### config.mk
export PLATFORM = sky130hd
export DESIGN_NAME = dip_switch_ctrl
export DESIGN_NICKNAME = d
export VERILOG_FILES = /design/src/rtl/dip_switch_ctrl.sv
export SDC_FILE = /design/constraint.sdc
export NUM_CORES = 1
export LEC_CHECK = 0
export CAP_MARGIN = 20
export CORE_MARGIN = 2
export CORE_UTILIZATION = 49
export CTS_CLUSTER_DIAMETER = 50
export DETAILED_ROUTE_END_ITERATION = 8
export PLACE_DENSITY = 0.81
export SLEW_MARGIN = 20
export SYNTH_ARGS = -nofsm -noshare
export SYNTH_HDL_FRONTEND = slang
export SYNTH_SLANG_ARGS = --single-unit
### constraint.sdc
create_clock -name clk -period 2.13 [get_ports clk]
set_input_delay 0.426 -clock clk [delete_from_list [all_inputs] [get_ports clk]]
set_output_delay 0.426 -clock clk [all_outputs]
set_load 0.005 [all_outputs]
### src/rtl/dip_switch_ctrl.sv
// dip_switch_ctrl: synchronizes, debounces and change-detects 64 DIP switches behind a bus register window
module dip_switch_ctrl #(
  parameter int DEBOUNCE_CYCLES = 16,
  parameter int CNT_W = 5
) (
  input  logic        clk,
  input  logic        reset,
  input  logic [31:2] Addr,
  input  logic        WE,
  input  logic [31:0] Din,
  output logic [31:0] Dout,
  input  logic [7:0]  dip_switch0,
  input  logic [7:0]  dip_switch1,
  input  logic [7:0]  dip_switch2,
  input  logic [7:0]  dip_switch3,
  input  logic [7:0]  dip_switch4,
  input  logic [7:0]  dip_switch5,
  input  logic [7:0]  dip_switch6,
  input  logic [7:0]  dip_switch7,
  output logic        IRQ
);
  logic [7:0][7:0] pins, sync1, sync2, cand, stable;
  logic [7:0][CNT_W-1:0] cnt;
  logic [7:0] chg, done;
  logic pending, irq_en;
  logic [31:0] byte_addr;
  logic wr_ctrl, clr;
  logic din_unused;
  assign pins = {dip_switch7, dip_switch6, dip_switch5, dip_switch4,
                 dip_switch3, dip_switch2, dip_switch1, dip_switch0};
  assign byte_addr = {Addr, 2'b00};
  assign wr_ctrl = WE && byte_addr == 32'h7f34;
  assign clr = wr_ctrl && Din[1];
  assign IRQ = irq_en & pending;
  assign din_unused = ^Din[31:2];
  genvar g;
  generate
    for (g = 0; g < 8; g++) begin : g_done
      assign done[g] = sync2[g] == cand[g] && cand[g] != stable[g] &&
                       cnt[g] == CNT_W'(DEBOUNCE_CYCLES - 1);
    end
  endgenerate
  // Synchronizer, per-group debounce counters, and sticky change/interrupt state; a new change beats a same-cycle clear
  always_ff @(posedge clk) begin
    if (!reset) begin
      sync1 <= '0;
      sync2 <= '0;
      cand <= '0;
      stable <= '0;
      cnt <= '0;
      chg <= '0;
      pending <= 1'b0;
      irq_en <= 1'b0;
    end else begin
      sync1 <= pins;
      sync2 <= sync1;
      for (int i = 0; i < 8; i++) begin
        if (sync2[i] != cand[i]) begin
          cand[i] <= sync2[i];
          cnt[i] <= '0;
        end else if (done[i]) begin
          stable[i] <= cand[i];
          cnt[i] <= '0;
        end else if (cand[i] != stable[i]) begin
          cnt[i] <= cnt[i] + 1'b1;
        end else begin
          cnt[i] <= '0;
        end
      end
      chg <= (clr ? 8'd0 : chg) | done;
      pending <= (clr ? 1'b0 : pending) | (|done);
      if (wr_ctrl) irq_en <= Din[0];
    end
  end
  // Same-cycle register read mux
  always_comb begin
    Dout = byte_addr == 32'h7f2c ? stable[3:0] :
           byte_addr == 32'h7f30 ? stable[7:4] :
           byte_addr == 32'h7f34 ? {16'd0, chg, 6'd0, pending, irq_en} : 32'd0;
  end
endmodule

# After elaboration in Yosys (flattened, before gate mapping)

Cells that the tools add are included.

Register bits: 306
Input port bits: 129
Output and inout bits: 33

Add/subtract/negate cells: 8
Equal/unequal tests: 35
Muxes and demuxes: 5
Bitwise operators: 20
Reductions and logical operators: 35

Operators by type and width:

| cell                                             | number |
|---|---|
| != test 8 bit                                    | 16 |
| == test 30 x 13 -> 1 bit (second input constant) | 3 |
| == test 8 bit                                    | 8 |
| two-way mux 32 bit                               | 2 |
| adder 5 x 1 -> 5 bit (second input constant)     | 8 |
| == test 5 x 4 -> 1 bit (second input constant)   | 8 |
| OR reduction 4 bit                               | 8 |
| logical AND 1 bit                                | 18 |
| NOT 1 bit                                        | 17 |
| two-way mux 16 bit                               | 1 |
| AND reduction 2 bit                              | 8 |
| two-way mux 8 bit                                | 1 |
| OR 8 bit                                         | 1 |
| OR reduction 8 bit                               | 1 |
| AND 1 bit                                        | 1 |
| two-way mux 1 bit                                | 1 |
| OR 1 bit                                         | 1 |

# Logic depth before layout (Yosys ltp)

Gate-level depths: netlist of run 1.

Word-level depth: 5
Depth in mapped cells: 8

# Worst setup path before layout of run 1

No wires, ideal clock.

Path kind: input to output
Start point: input Addr[17] (netlist name)
End point: output Dout[16]
Data arrival time: 1861 ps
Data required time: 1704 ps
Setup slack: -157 ps
Stages: 5
Cells stage by stage: nor4bb_1 -> nand4_1 -> nor4_1 -> clkbuf_1 -> a22o_1

Cells in the longest elaborated chain, start to end: 3
Elaborated cells on any way between the ends: 4
Classes of those cells: eq/ne: 2; mux: 2

Ends and longest elaborated chain:

| what                     | RTL line | source |
|---|---|---|
| start, declared          | 8        | `input logic [31:2] Addr,` |
| == test 30 x 13 -> 1 bit | 78       | `byte_addr == 32'h7f30 ? stable[7:4] :` |
| two-way mux 32 bit       | 78       |  |
| two-way mux 32 bit *     | 77       | `Dout = byte_addr == 32'h7f2c ? stable[3:0] :` |
| end, declared            | 11       | `output logic [31:0] Dout,` |

Mark *: on every way between the ends. The rest lies on a longest branch, timed or not.

# Worst setup path after layout of run 1

Start point: input Addr[19] (netlist name)
End point: output Dout[30]

The elaborated chain is that of the path after synthesis.

==> results.sh, run 1 <==
export IMPL_status="finished, violations left"
export IMPL_violations="negative setup slack"
export IMPL_synth_flop_cell="dfxtp_1"
export IMPL_p_comb_share_pct=4.8
export IMPL_switching_share_pct=20.8
export IMPL_grt_max_degree=194
export IMPL_antenna_found_initial=0
export IMPL_max_freq_ghz=0.389
export IMPL_n_antenna_cell=0
export IMPL_routedWlPerCell_microns=15.4
export IMPL_grt_first_pass_wirelength_mm=38.1
export IMPL_slew_headroom_pct=60.7
export IMPL_ys_top_cells_by_count="dfxtp_1 (306), and2_1 (194), nor2_1 (101), xor2_1 (80), xnor2_1 (64)"
export IMPL_crit_path_end_kind="output port"
export IMPL_cts_root_buf="clkbuf_16"
export IMPL_p_switching_mw=2.50
export IMPL_initial_core_util_pct=49.6
export IMPL_dieArea_sq_mm=0.0240
export IMPL_synth_most_common_cell="dfxtp_1"
export IMPL_fin_ws_ps=-439
export IMPL_period_share_pct=121
export IMPL_dpl_worst_slack_ps=-1080
export IMPL_cp_required_ps=1700
export IMPL_worstMarginPinSlew_ps=590
export IMPL_insertion_delay_ps=550
export IMPL_nets=1379
export IMPL_drc=0
export IMPL_vias_per_cell=5.03
export IMPL_gp_congestion=0.850
export IMPL_yosys_top_cells_area="dfxtp_1 (55%), and2_1 (11%), xor2_1 (6.3%)"
export IMPL_p_int_mw=9.53
export IMPL_coreArea_sq_mm=0.0225
export IMPL_p_leak_nw=6.49
export IMPL_clock_skew_final_ps=6.77
export IMPL_die_x_microns=155
export IMPL_syn_inst=1061
export IMPL_area_growth_pct=27.4
export IMPL_io_pins=162
export IMPL_routed_wl_mm=23.8
export IMPL_power_density_mw_per_mm2=846
export IMPL_first_pass_iters=4
export IMPL_crit_type="in -> out"
export IMPL_layout_min_cycle_time_ps=2570
export IMPL_seq_area_frac_synth_pct=54.9
export IMPL_maxSlewViolCount=0
export IMPL_synth_nets=1206
export IMPL_cap_violations=0
export IMPL_hold_path_class="in -> reg"
export IMPL_rsz0062_at_grt="yes"
export IMPL_clk_pin_slew_worst_paths_ps=60
export IMPL_cts_inserted_buffers=30
export IMPL_hpwl_mm=15.4
export IMPL_cts_max_level=1
export IMPL_path_max_fanout=4
export IMPL_cts_num_sinks=306
export IMPL_portBuffers=131
export IMPL_yosys_area_top_type="dfxtp_1"
export IMPL_vias=7761
export IMPL_p_clk_share_pct=45.7
export IMPL_ys_types=36
export IMPL_arrival_ps=2140
export IMPL_grt_pass1_vias=7754
export IMPL_cts_tree="built"
export IMPL_overflow=0
export IMPL_seqPwrFrac_pct=49.6
export IMPL_synth_edf_count=0
export IMPL_ctsLongestPathBuffers=3
export IMPL_synth_area_sq_mm=0.0112
export IMPL_startpoint_type="primary input"
export IMPL_setup_viol=32
export IMPL_peakVddDrop_mv=0.655
export IMPL_yosysWarnings=0
export IMPL_hold_viol=0
export IMPL_fp_row_count=55
export IMPL_fin_util_pct=63.2
export IMPL_synth_seq_cells=306
export IMPL_drive_gt1_share_pct=13.8
export IMPL_async_flop_share_pct=0
export IMPL_fp_dieH_microns=155
export IMPL_synth_top_area_share_pct=54.9
export IMPL_grt_use_total_pct=19.4
export IMPL_first_iter_violations=464
export IMPL_synth_area_per_cell_sq_um=10.5
export IMPL_antenna_left=0
==> power by group through the flow <==
stage	sequential, mW	clock [mW]	combinational (mW)
after floorplan	6.07	0	0.312
after global placement	6.09	0	0.565
after global routing	5.98	5.87	0.640
after detailed placement	6.09	0	0.576
final	5.96	5.49	0.574
after CTS	5.96	5.62	0.566
==> worst max-delay path, cell delays in order <==
cell and delay (ps):
buf_6 90, nor4bb_4 260, nand4_1 140, buf_6 160, nor4_4 250, buf_6 170
buf_12 110, buf_8 110, buf_8 100, buf_6 80, a22o_1 120, buf_2 110
==> flip-flops by register name, indices dropped and copies added (netlist names) <==
name     count
cand        64
chg          8
cnt         40
irq_en       1
pending      1
stable      64
sync1       64
sync2       64
==> final timing paths <==
kind / startpoint / to / slack (ps) / cells past startpoint
worst max-delay path: Addr[19] / Dout[30] / -440 / 12
worst min-delay path: reset / stable[32] / 270 / 3
worst max register to register: cand[15] / stable[11] / 180 / 6
worst min register to register: sync1[35] / sync2[35] / 430 / 1
==> kinds of logic after synthesis <==
| family | synth area share (%) |
|---|---|
| and+or+nand+nor | 19.0 |
| DFF | 54.9 |
| xor gates and xnor gates | 11.3 |
| AOI/OAI and AO/OA | 5.39 |
| buffers and inverters | 2.56 |
| muxes | 5.02 |
| adders and majority gates | 1.79 |
==> routing by layer <==
layer	vias up	global-route usage (%)	share of wire, %
met5	-	0	0
met2	199	33.8	50
li1	3870	-	-
met4	0	7.72	3.4
met1	3636	23.5	40
met3	56	4.01	6.6
==> placed cells by master (no fill, tap or decap), types with 2 or more instances in the layout <==
cell type        instances
a2111o_1                 2
a21oi_1                 17
a222oi_1                10
a22o_1                  22
and2_1                 194
and3_1                   8
buf_12                   5
buf_2                   41
buf_4                   25
buf_6                   28
buf_8                    4
bufinv_16                4
clkbuf_1                 6
clkbuf_16               31
clkbuf_2                 4
clkbuf_8                 7
clkdlybuf4s15_1          4
clkdlybuf4s50_1         68
clkinv_2                 6
dfxtp_1                306
dlygate4sd2_1            5
ha_1                    16
inv_1                   29
mux2i_1                 56
nand2_1                  7
nand3_1                 17
nand4_1                 16
nand4b_1                 2
nor2_1                 101
nor4_1                  19
nor4_4                   5
o2111ai_1                5
o211ai_1                 3
o21ai_0                 18
or3_1                    3
or4_1                    2
xnor2_1                 64
xor2_1                  80
==> timing repair <==
item | 4_1_cts | 5_1_grt
endpoints found under the setup margin | 36 | 35
hold buffers | 0 | 0
resized for setup | 233 | 33
pin swaps | 16 | 20
setup buffers | 20 | 8
gates cloned | 3 | 2
==> final cells by class <==
class                           count  area (sq um)
Clock buffer                       43           870
Clock inverter                     13           186
Fill cell                        1782          8290
Inverter                           30           113
Multi-Input combinational cell    680          4880
Sequential cell                   306          6130
Tap cell                          285           357
Timing Repair Buffer              186          1690
==> metrics by stage <==
stage / cell area [sq um] / hold slack [ps] / std cells / total power, mW / setup TNS (ps)
final: 14200 / 274 / 1543 / 12.0 / -10920
after CTS: 14100 / 269 / 1538 / 12.1 / -13210
after floorplan: 11200 / 412 / 1061 / 6.38 / -1910
after global placement: 12900 / 416 / 1459 / 6.65 / -35980
after detailed placement: 12900 / 418 / 1459 / 6.67 / -39080
after global routing: 14200 / 280 / 1543 / 12.5 / -14240
(Power assumes the default switching activity.)
==> run 2: changes to the inputs <==
--- a/config.mk
+++ b/config.mk
@@ -9,6 +9,7 @@
 export CORE_MARGIN = 2
 export CORE_UTILIZATION = 49
 export CTS_CLUSTER_DIAMETER = 50
+export CTS_CLUSTER_SIZE = 30
 export DETAILED_ROUTE_END_ITERATION = 8
 export PLACE_DENSITY = 0.81
 export SLEW_MARGIN = 20
==> run 2 against run 1 <==
  * Critical endpoint unchanged
  * Utilization is 0.094 points higher
  * Combinational power about the same
  * The flow still finishes with violations (negative setup slack)
  * Global-route usage rose by 0.74 points
  * Design area grew 0.15%
  * Via count shrank 0.71%
  * Highest routed layer unchanged
  * Largest power group unchanged
==> results.sh, run 2 (same netlist as run 1, synthesis figures left out) <==
export IMPL_maxSlewViolCount=0
export IMPL_power_density_mw_per_mm2=827
export IMPL_grt_use_total_pct=20.2
export IMPL_crit_type="in -> out"
export IMPL_max_freq_ghz=0.372
export IMPL_cts_num_sinks=306
export IMPL_worst_r2r_cell_count=6
export IMPL_clk_pin_slew_worst_paths_ps=90
export IMPL_hold_path_class="in -> reg"
export IMPL_r2r_end="stable[11]"
export IMPL_startpoint_type="primary input"
export IMPL_fin_cells=1540
export IMPL_insertion_delay_ps=540
export IMPL_final_common_cell="dfxtp_1"
export IMPL_ctsLongestPathBuffers=3
export IMPL_vias_per_cell=5.00
export IMPL_dieArea_sq_mm=0.0240
export IMPL_dp_cells=1459
export IMPL_slowest_delay_ps=300
export IMPL_hpwl_mm=15.4
export IMPL_worstMarginPinSlew_ps=618
export IMPL_cpMostUsedCell="buf_6"
export IMPL_grt_pass1_vias=7653
export IMPL_hold_worst_slack_ps=288
export IMPL_fp_row_count=55
export IMPL_cts_max_level=1
export IMPL_holdBufCountCts=0
export IMPL_hold_path_startpoint="reset"
export IMPL_arrival_ps=2270
export IMPL_area_growth_pct=27.6
export IMPL_crit_path_end_kind="output port"
export IMPL_cts_root_buf="clkbuf_16"
export IMPL_nets=1380
export IMPL_period_share_pct=126
export IMPL_die_x_microns=155
export IMPL_antenna_found_initial=0
export IMPL_cap_violations=0
export IMPL_drc=0
export IMPL_clock_skew_final_ps=15.5
export IMPL_hold_viol=0
export IMPL_r2r_start="cand[12]"
export IMPL_overflow=0
export IMPL_fillCellCount=1769
export IMPL_path_delay_family="buffers and inverters"
export IMPL_fin_ws_ps=-561
export IMPL_fp_dieH_microns=155
export IMPL_n_antenna_cell=0
export IMPL_io_pins=162
export IMPL_cp_required_ps=1700
export IMPL_timing_critical_path_buf_inv=8
export IMPL_violations="negative setup slack"
export IMPL_worstHoldPathCells=3
export IMPL_grt_max_degree=194
export IMPL_drive_gt1_share_pct=13.5
export IMPL_first_pass_iters=5
export IMPL_coreArea_sq_mm=0.0225
export IMPL_hold_end="stable[37]"
export IMPL_layout_min_cycle_time_ps=2690
export IMPL_initial_core_util_pct=49.6
export IMPL_rrSetupSlack_ps=150
export IMPL_final_cell_mix="dfxtp_1 (306), and2_1 (194), nor2_1 (101)"
export IMPL_cts_tree="built"
export IMPL_routed_wl_mm=24.5
export IMPL_grt_first_pass_wirelength_mm=38.9
export IMPL_antenna_left=0
export IMPL_slew_headroom_pct=58.8
export IMPL_fin_util_pct=63.3
export IMPL_gp_congestion=0.850
export IMPL_p_leak_nw=6.50
export IMPL_cp_slowest_cell="nor4bb_2"
export IMPL_path_max_fanout=3
export IMPL_crit_chain="buf_6 > nor4bb_2 > nand4_1 > buf_6 > nor4_4 > buf_6 > buf_12 > buf_12 > buf_8 > buf_6 > a22o_1 > buf_2"
export IMPL_cts_inserted_buffers=27
export IMPL_status="finished, violations left"
export IMPL_vias=7706
export IMPL_peakVddDrop_mv=0.480
export IMPL_routedWlPerCell_microns=15.9
export IMPL_rsz0062_at_grt="yes"
export IMPL_setup_viol=32
export IMPL_first_iter_violations=456
export IMPL_portBuffers=131
export IMPL_fin_tns_setup_ps=-14960
==> run 2: cell types whose count changed in the layout (fill, tap and decap cells not counted), moves of 4 or more <==
cell	delta
buf_6	-9
clkbuf_8	-7
clkinv_8	+7
clkinv_2	-6
clkbuf_1	-5
buf_2	-4
clkbuf_16	-4
==> run 2: final cells by class <==
class	instances	area [sq um]	area share (%)
clock buffer	28	679	4.77
inverter	30	113	0.791
multi-input combinational	680	4850	34.1
sequential	306	6130	43.0
clock inverter	21	327	2.29
timing repair buffer	190	1780	12.5
tap	285	357	2.50
==> run 2: report_power, final <==
part	switching [mW]	total, mW	leakage (nW)	internal [mW]
combinational	0.249	0.573	3.53	0.324
sequential	0.0857	5.96	2.50	5.87
clock	2.48	5.25	0.477	2.77
==> run 2: worst max path at each step <==
| stage | endpoint | cells past startpoint | from | slack, ps |
|---|---|---|---|---|
| 3_3_place_gp | Dout[14] | 9 | Addr[11] | -990 |
| 5_1_grt | Dout[30] | 12 | Addr[16] | -630 |
| 6_report | Dout[30] | 12 | Addr[16] | -560 |
| 3_5_place_dp | Dout[14] | 9 | Addr[11] | -1080 |
| 4_1_cts | Dout[27] | 10 | Addr[15] | -750 |
| 2_1_floorplan | Dout[16] | 5 | Addr[17] | -70 |
==> run 2: repair_timing <==
item / in CTS / in global routing
setup buffers: 15 / 19
setup endpoints to repair: 40 / 32
pin swaps: 16 / 22
cloned: 7 / 0
gates resized for setup: 213 / 38
==> run 2: layer usage <==
metal  wire length [microns]  share of wire, %  up-vias  track usage (%)
met2                   12000                49      192             35.8
met3                    1450               5.9       48             3.96
met1                   10200                42     3594             24.2
met5                       0                 0        -                0
li1                        -                 -     3872                -
met4                     894               3.6        0             7.45
==> run 2: stage by stage <==
step / total power [mW] / setup slack (ps) / cell area [sq um]
after detailed placement: 6.67 / -1080 / 12900
after global placement: 6.65 / -990 / 12900
after floorplan: 6.38 / -65.7 / 11200
final: 11.8 / -561 / 14200
after CTS: 11.9 / -754 / 14200
after global routing: 12.2 / -634 / 14200
==> run 2: worst min-delay path, stage by stage <==
cell,delay [ps]
buf_4,100
inv_2,130
nor2_1,120
